===== config.mk =====
export PLATFORM = sky130hd
export DESIGN_NAME = sync_search_ctrl
export DESIGN_NICKNAME = d
export VERILOG_FILES = /design/src/rtl/sync_search_ctrl.sv
export SDC_FILE = /design/constraint.sdc
export NUM_CORES = 1
export LEC_CHECK = 0
export BUFFER_PORTS_ARGS = -buffer_cell sky130_fd_sc_hd__buf_4
export CAP_MARGIN = 40
export CELL_PAD_IN_SITES_DETAIL_PLACEMENT = 1
export CELL_PAD_IN_SITES_GLOBAL_PLACEMENT = 1
export CORE_MARGIN = 2
export CORE_UTILIZATION = 35
export CTS_CLUSTER_DIAMETER = 60
export CTS_CLUSTER_SIZE = 20
export DETAILED_ROUTE_END_ITERATION = 10
export PLACE_DENSITY = 0.74
export SYNTH_ARGS = -nofsm -noshare
export SYNTH_HDL_FRONTEND = slang
export SYNTH_SLANG_ARGS = --single-unit

===== constraint.sdc =====
create_clock -name clk -period 5.1 [get_ports clk]
set_input_delay 0.51 -clock clk [delete_from_list [all_inputs] [get_ports clk]]
set_output_delay 0.51 -clock clk [all_outputs]
set_load 0.1 [all_outputs]

===== src/rtl/sync_search_ctrl.sv =====
// sync_search_ctrl: sync-word search/lock controller around an external
// fixed-latency correlator; tags each accepted word and evaluates its score.
//
// Ports:
//   clk, rst           clock, synchronous active-high reset
//   load_pat, pat      load reference pattern (honoured in IDLE only)
//   start, abort       begin search / return to IDLE dropping in-flight words
//   din_valid, din     received data word stream
//   thresh             minimum score counted as a match
//   corr_a, corr_b     registered word/pattern to the correlator
//   corr_out           correlator score, LAT edges after corr_a/corr_b
//   busy, locked       state flags
//   hit, hit_idx       match pulse and index of the matching word
//   lost               loss-of-lock pulse
module sync_search_ctrl #(
    parameter int LAT      = 3,
    parameter int CNT_W    = 8,
    parameter int MISS_MAX = 4
) (
    input  logic             clk,
    input  logic             rst,
    input  logic             load_pat,
    input  logic [15:0]      pat,
    input  logic             start,
    input  logic             abort,
    input  logic             din_valid,
    input  logic [15:0]      din,
    input  logic [4:0]       thresh,
    output logic [15:0]      corr_a,
    output logic [15:0]      corr_b,
    input  logic [4:0]       corr_out,
    output logic             busy,
    output logic             locked,
    output logic             hit,
    output logic [CNT_W-1:0] hit_idx,
    output logic             lost
);

    localparam int MW = $clog2(MISS_MAX + 1);

    typedef enum logic [1:0] {
        S_IDLE,
        S_SEARCH,
        S_LOCKED
    } state_t;

    state_t           state_q;
    logic [15:0]      pat_q;
    logic [15:0]      corr_a_q;
    logic [15:0]      corr_b_q;
    logic [CNT_W-1:0] idx_q;
    logic [CNT_W-1:0] idx_d;
    logic [CNT_W-1:0] hit_idx_q;
    logic [MW-1:0]    miss_q;
    logic [MW-1:0]    miss_d;
    logic             hit_q;
    logic             lost_q;

    // Tag pipeline: stage LAT lines up with the score of that word on corr_out.
    logic [LAT:0]     tag_vld_q;
    logic [CNT_W-1:0] tag_idx_q [LAT+1];

    logic accept;
    logic eval;
    logic match;

    assign accept = din_valid && (state_q != S_IDLE);
    assign eval   = tag_vld_q[LAT];
    assign match  = (corr_out >= thresh);
    assign idx_d  = idx_q + 1'b1;
    assign miss_d = miss_q + 1'b1;

    always_ff @(posedge clk) begin
        hit_q  <= 1'b0;
        lost_q <= 1'b0;
        if (rst) begin
            state_q   <= S_IDLE;
            pat_q     <= '0;
            corr_a_q  <= '0;
            corr_b_q  <= '0;
            idx_q     <= '0;
            hit_idx_q <= '0;
            miss_q    <= '0;
            tag_vld_q <= '0;
            for (int i = 0; i <= LAT; i++) begin
                tag_idx_q[i] <= '0;
            end
        end else if (abort) begin
            // Clearing the valid tags suppresses every in-flight evaluation.
            state_q   <= S_IDLE;
            tag_vld_q <= '0;
        end else begin
            tag_vld_q[0] <= accept;
            tag_idx_q[0] <= idx_q;
            for (int i = 1; i <= LAT; i++) begin
                tag_vld_q[i] <= tag_vld_q[i-1];
                tag_idx_q[i] <= tag_idx_q[i-1];
            end

            if (accept) begin
                corr_a_q <= din;
                corr_b_q <= pat_q;
                idx_q    <= idx_d;
            end

            unique case (state_q)
                S_IDLE: begin
                    if (load_pat) begin
                        pat_q <= pat;
                    end
                    if (start) begin
                        state_q   <= S_SEARCH;
                        idx_q     <= '0;
                        miss_q    <= '0;
                        tag_vld_q <= '0;
                    end
                end
                S_SEARCH: begin
                    if (eval && match) begin
                        hit_q     <= 1'b1;
                        hit_idx_q <= tag_idx_q[LAT];
                        miss_q    <= '0;
                        state_q   <= S_LOCKED;
                    end
                end
                S_LOCKED: begin
                    if (eval) begin
                        if (match) begin
                            hit_q     <= 1'b1;
                            hit_idx_q <= tag_idx_q[LAT];
                            miss_q    <= '0;
                        end else if (miss_d == MW'(MISS_MAX)) begin
                            lost_q  <= 1'b1;
                            miss_q  <= '0;
                            state_q <= S_SEARCH;
                        end else begin
                            miss_q <= miss_d;
                        end
                    end
                end
                default: begin
                    state_q <= S_IDLE;
                end
            endcase
        end
    end

    assign corr_a  = corr_a_q;
    assign corr_b  = corr_b_q;
    assign busy    = (state_q != S_IDLE);
    assign locked  = (state_q == S_LOCKED);
    assign hit     = hit_q;
    assign hit_idx = hit_idx_q;
    assign lost    = lost_q;

endmodule


==> results.md, run 1 <==
- Root Buffer: clkbuf_16
- Proportion of synthesized area in mux cells: under 10%
- Hold violation count in the final report: 0
- Finish-stage setup viols: 0
- Initial antenna violation count: 0
- Clock Sinks: 107
- Sequential Power Share: 52.1%
- Post-Synthesis Cells: ~440
- RSZ-0062 raised after global routing: no
- Worst EP required: 5.31 ns
- Worst r2r src: state_q[0]
- Cell Pwr Density: 330 nW/um^2
- Worst Setup Slack post-DPL: 2.86 ns
- FF+latch count, synth: roughly 110
- Critical path buffers and inverters: 2
- Mapped cell area: 4190 um^2
- Total number of vias: 3232
- H-tree depth: 3
- Clk pwr share: 39.7%
- Simple-gate portion of the synthesized area: around 22%
- Synthesized Nets: roughly 500
- Critical-path top delay cell: or3b_1
- Cell family with most CP delay: simple AND/OR/NAND/NOR gates
- Crit. End Element: register
- CTS Hold Bufs: 0
- Sw Pwr: 0.000389 W
- Synth top area cells: dfxtp_1, edfxtp_1, nand2_1
- Rows: 39
- Async SR Flop Fraction: 0%
- Gate power share: 8.2%
- Critical Path Max Stage Delay: roughly 0.39 ns
- Synthesis Warnings: 0
- I/O pin count: between 90 and 100
- Largest net degree at the start of global routing: 67
- Final min period: 2.16 ns
- Die Y: around 110 um
- Post-synthesis area per instance: 9.64 um^2
- Final Core Density: a little under half
- Area grow syn2layout: 26.3%
- Crit-path max FO: 34
- Pleak: 2.22 nW
- RePlAce Congestion: around 0.74
- Starting density of the core: 36.3%
- Hold Crit Class: primary input to register
- Worst skew pair latency: between 0.3 and 0.4 ns
- Synth Area in Compound Gates: about 9.2%
- Remaining Overflow, GRT: 0
- Setup TNS: 0 ns
- Period utilization: between 40% and 50%
- Routed Antenna Nets: 0
- Post-synth top area share: 35.8%
- Internal Power: ~0.0014 W
- Crit path kind: register to register
- FMAX: approximately 460 MHz
- Reg clk slew, reported paths: roughly 0.07 ns
- Biggest area consumer among synthesized cells: dfxtp_1
- DRT iter0 DRCs: between 100 and 150
- First-pass GRT wire length: ~15000 um
- Port Buffers: 91
- Share of cells above drive strength 1: 21.8%
- Largest family of logic cells by synthesized area: simple AND/OR/NAND/NOR gates
- Final worst slack: between 2 and 3 ns
- Primary FF master, synth: dfxtp_1
- CTS tree: yes
- Sw frac: roughly 22%
- Gates resized, CTS repair: 0
- Worst-path cell chain: inv_1, ha_1, or3b_1, buf_4, nor3_4, nand2_1, xor2_1, nor2_1
- Worst slew margin: a little over half
- Post-DP HPWL: between 6000 and 7000 um
- Area share of fa/ha/maj cells after synthesis: ~3.6%
- CTS Buffer Depth: 2
- Max-cap violation count: 0
- CTS buffer count: 9
- CP Launch Type: register
- DRC violation count after routing: 0
- GRT Total Usage: 14.9%
- Vias in the first global route: between 3000 and 4000
- Slew @ Worst Pin: between 0.7 and 0.8 ns
- Antenna cells: 0
- Setup bufs post-CTS: 0
- Netlist cell types: 38
- Max Slew Vio Count: 0
- XOR/XNOR Fraction of Synth Area: 1.04%
- Post-synth EDFFs: 32
- Final wirelength: between 9000 and 10000 um
- Hold path start: pat[13]
- Die width: approximately 110 um
- Die Area: approximately 13000 um^2
- Filler cells: approximately 1300
- CP Data Arrival Time: 2.37 ns
- Routed len/inst: 13.8 um
- Worst hold slack: a little over 0.4 ns
- Core footprint: roughly 12000 um^2
- Crit. Startpoint: state_q[0]
- Seq/Total Area, Yosys: roughly three fifths
- Worst Skew: ~0.008 ns
- Drt first pass iters: 4
- Fin nets: 579
- Vias per cell: around 4.9
- Maximum vdd drop: 0.166 mV
- Status: completed
[kinds of logic (layout without fill, tap and decap cells)]
logic type                 Yosys count  after routing
DFF                                107            107
adders and majority gates           12             12
and+or+nand+nor                    198            198
xor gates and xnor gates             5              5
muxes                               10             10
AOI/OAI and AO/OA                   71             71
buffers and inverters               32            120
[cells in the mapped netlist, types with 2 or more instances]
cell type / n
inv_1: 9
dfxtp_1: 75
mux2i_1: 10
nor2b_1: 4
nand2_1: 111
nand3_1: 3
nor2_1: 22
or2_2: 2
nor3_1: 2
xor2_1: 4
or3_1: 5
edfxtp_1: 32
and2_1: 32
ha_1: 12
nand2b_1: 4
nor4_1: 3
nand4_1: 3
clkbuf_1: 21
o21ai_0: 2
and3_1: 3
a21oi_1: 58
buf_6: 2
[final timing paths]
check | to | slack [ns] | cells past startpoint
setup / recovery | idx_q[5] | 2.94 | 8
hold / removal | pat_q[13] | 0.41 | 3
setup reg to reg | idx_q[5] | 2.94 | 8
hold reg to reg | corr_b[14] | 0.46 | 2
[worst register-to-register path, stage by stage (launching register included)]
cell and delay [ns]:
dfxtp_1 0.38, inv_1 0.09, ha_1 0.33, or3b_1 0.40
buf_4 0.27, nor3_4 0.26, nand2_1 0.11, xor2_1 0.15
nor2_1 0.06
[layout make-up]
cell class	instances	area, um^2	share of cell area [%]
flip-flops and latches	107	2460	46.5
multi-input cells	296	1600	30.2
repair buffers	96	724	13.7
clock buffers	12	258	4.87
well taps	143	179	3.38
clock inverters	3	38.8	0.733
inverters	9	33.8	0.638
[sequential cells by signal, summed over array words and instances (netlist names)]
register,cells
tag_idx_q,32
idx_q,8
state_q,2
corr_b,16
lost,1
tag_vld_q,4
corr_a,16
hit_idx,8
pat_q,16
miss_q,3
hit,1
[cell usage in the layout, fill, tap and decap left out, types with 2 or more instances in the layout]
master / count
nand2_1: 111
buf_4: 95
dfxtp_1: 75
a21oi_1: 58
and2_1: 32
edfxtp_1: 32
nor2_1: 21
ha_1: 12
inv_1: 10
mux2i_1: 10
clkbuf_16: 10
or3_1: 5
nand2b_1: 4
nor2b_1: 4
xor2_1: 4
nand4_1: 3
nor4_1: 3
nand3_1: 3
and3_1: 3
o21ai_0: 2
nor3_1: 2
or2_2: 2
clkbuf_1: 2
[power groups by stage]
| stage | clock network (W) | logic [W] | registers, W |
|---|---|---|---|
| final | 0.000693 | 0.000144 | 0.000909 |
| after global routing | 0.000752 | 0.000159 | 0.000911 |
| after CTS | 0.000721 | 0.000147 | 0.000909 |
| after detailed placement | 0 | 0.000146 | 0.000929 |
| after global placement | 0 | 0.000141 | 0.000927 |
| after floorplan | 0 | 0.0000703 | 0.000948 |
[routing by layer]
metal  vias to the layer above  wire length (um)  GRT usage (%)
li1                       1613                 -              -
met1                      1532              3960           16.9
met2                        74              4420           25.5
met3                        13               714           6.59
met4                         0               123           4.63
met5                         -                 0              0
[per-stage QoR]
stage	instance area [um^2]	std cells	power, W
finish	5300	666	0.00175
global placement	4990	650	0.00107
detailed placement	5000	651	0.00107
CTS	5300	666	0.00178
floorplan	4190	435	0.00102
global route	5300	666	0.00182
(Power assumes the default switching activity.)
==> inputs of run 2 (changes only) <==
==> constraint.sdc (replaced) <==
create_clock -name clk -period 2.05 [get_ports clk]
set_input_delay 0.205 -clock clk [delete_from_list [all_inputs] [get_ports clk]]
set_output_delay 0.205 -clock clk [all_outputs]
set_load 0.1 [all_outputs]
==> results.md, run 2 (synthesis gave the netlist of run 1 again) <==
- Total number of vias: ~3300
- Post-DP HPWL: between 6000 and 7000 um
- Sw Pwr: 0.00103 W
- Die Area: approximately 13000 um^2
- I/O pin count: 92
- Final wirelength: a little under 10000 um
- Vias per cell: 4.90
- Core footprint: between 10000 and 15000 um^2
- First-pass GRT wire length: 16400 um
- Fin nets: slightly below 600
- RePlAce Congestion: between 0.7 and 0.8
- Reg clk slew, reported paths: 0.07 ns
- Area grow syn2layout: 28.7%
- Worst Skew: around 0.007 ns
- CP Launch Type: register
- Sw frac: 23.0%
- Worst Setup Slack post-DPL: approximately 0.10 ns
- Maximum vdd drop: between 0.4 and 0.5 mV
- Initial antenna violation count: 0
- Rows: 39
- RSZ-0062 raised after global routing: no
- Routed Antenna Nets: 0
- DRT iter0 DRCs: between 70 and 80
- Port Buffers: 91
- Drt first pass iters: 4
- Worst EP required: ~2.3 ns
- Finish-stage setup viols: 0
- Gate power share: 8.5%
- CP Data Arrival Time: roughly 2.2 ns
- Vias in the first global route: ~3500
- FMAX: about 530 MHz
- Die Y: between 100 and 150 um
- Status: completed
- Final worst slack: approximately 0.17 ns
- Die width: between 100 and 150 um
- Commonest non-fill, non-tap cell in the layout: nand2_1
- Max-cap violation count: 0
- Antenna cells: 0
- H-tree depth: 3
- Layout Cells excl Fill: about 670
- Hold Crit Class: primary input to register
- Worst skew pair latency: approximately 0.34 ns
- Routed len/inst: roughly 15 um
- Most frequent cells in the layout: nand2_1, buf_4, dfxtp_1
- Crit-path max FO: 6
- Clock Sinks: 107
- Period utilization: 91.9%
- Final min period: 1.88 ns
- Hold violation count in the final report: 0
- DRC violation count after routing: 0
- CTS tree: yes
- Largest net degree at the start of global routing: between 50 and 60
- Max reg flops: 32
- GRT Total Usage: 15.8%
- Crit. End Element: register
- Worst slew margin: about three fifths
- CTS buffer count: 9
- Internal Power: 0.00345 W
- Crit path kind: register to register
- Clk pwr share: approximately 41%
- Slew @ Worst Pin: between 0.6 and 0.7 ns
- Dpl cells: ~660
- Remaining Overflow, GRT: 0
- CTS Buffer Depth: 2
- Sequential Power Share: 50.5%
- Starting density of the core: around 36%
- Share of cells above drive strength 1: 24.2%
- Register with the most flip-flops: tag_idx_q
- Filler cells: ~1300
- CTS Hold Bufs: 0
- Pleak: 2.26 nW
- Final Core Density: 46.7%
- Root Buffer: clkbuf_16
- Max Slew Vio Count: 0
- Setup TNS: 0 ns
- Cell Pwr Density: 830 nW/um^2
[run 2: what timing repair did]
item / CTS / global route
gates resized for setup: 0 / 4
buffers inserted: 0 / 1
hold endpoints to repair: 0 / 0
setup endpoints to repair: 0 / 4
[run 2: worst max-delay path, stage by stage (launching register included)]
cell and delay (ns):
dfxtp_1 0.39, inv_1 0.09, ha_2 0.23, nor2b_1 0.20, nor4_1 0.25, o21ai_1 0.15
or3_1 0.36, a21oi_1 0.14
[run 2: cell type report]
| type | count | area [um^2] | share of cell area (%) |
|---|---|---|---|
| clock buffers | 9 | 225 | 4.17 |
| multi-input cells | 296 | 1620 | 30.0 |
| repair buffers | 102 | 791 | 14.6 |
| clock inverters | 6 | 87.6 | 1.62 |
| inverters | 9 | 33.8 | 0.626 |
| well taps | 143 | 179 | 3.31 |
| flip-flops and latches | 107 | 2460 | 45.6 |
[run 2: metrics by stage]
step / total power (W) / hold slack, ns / cell area (um^2)
3_3_place_gp: 0.00267 / 0.432 / 5050
3_5_place_dp: 0.00269 / 0.438 / 5060
5_1_grt: 0.00466 / 0.101 / 5400
6_report: 0.00448 / 0.102 / 5400
4_1_cts: 0.00455 / 0.0927 / 5370
2_1_floorplan: 0.00253 / 0.341 / 4200
[run 2: layer usage]
layer  vias to the layer above  global-route usage (%)  wire length [um]
met4                         0                    6.18               170
met3                        12                    6.06               764
met2                        85                    26.8              4770
met1                      1567                    18.1              4060
met5                         -                       0                 0
li1                       1630                       -                 -
[run 2: path summary, 6_finish.rpt]
kind / start / depth (start not counted) / end / slack [ns]
min reg2reg: pat_q[15] / 2 / corr_b[15] / 0.45
max reg2reg: state_q[0] / 7 / miss_q[1] / 0.17
max: state_q[0] / 7 / miss_q[1] / 0.17
min: din[15] / 3 / corr_a[15] / 0.10
[run 2: power groups by stage]
stage / combinational, W / clock [W] / sequential, W
2_1_floorplan: 0.000175 / 0 / 0.00236
3_3_place_gp: 0.000361 / 0 / 0.00231
3_5_place_dp: 0.000376 / 0 / 0.00231
4_1_cts: 0.000378 / 0.00191 / 0.00226
5_1_grt: 0.000419 / 0.00197 / 0.00227
6_report: 0.000380 / 0.00184 / 0.00226
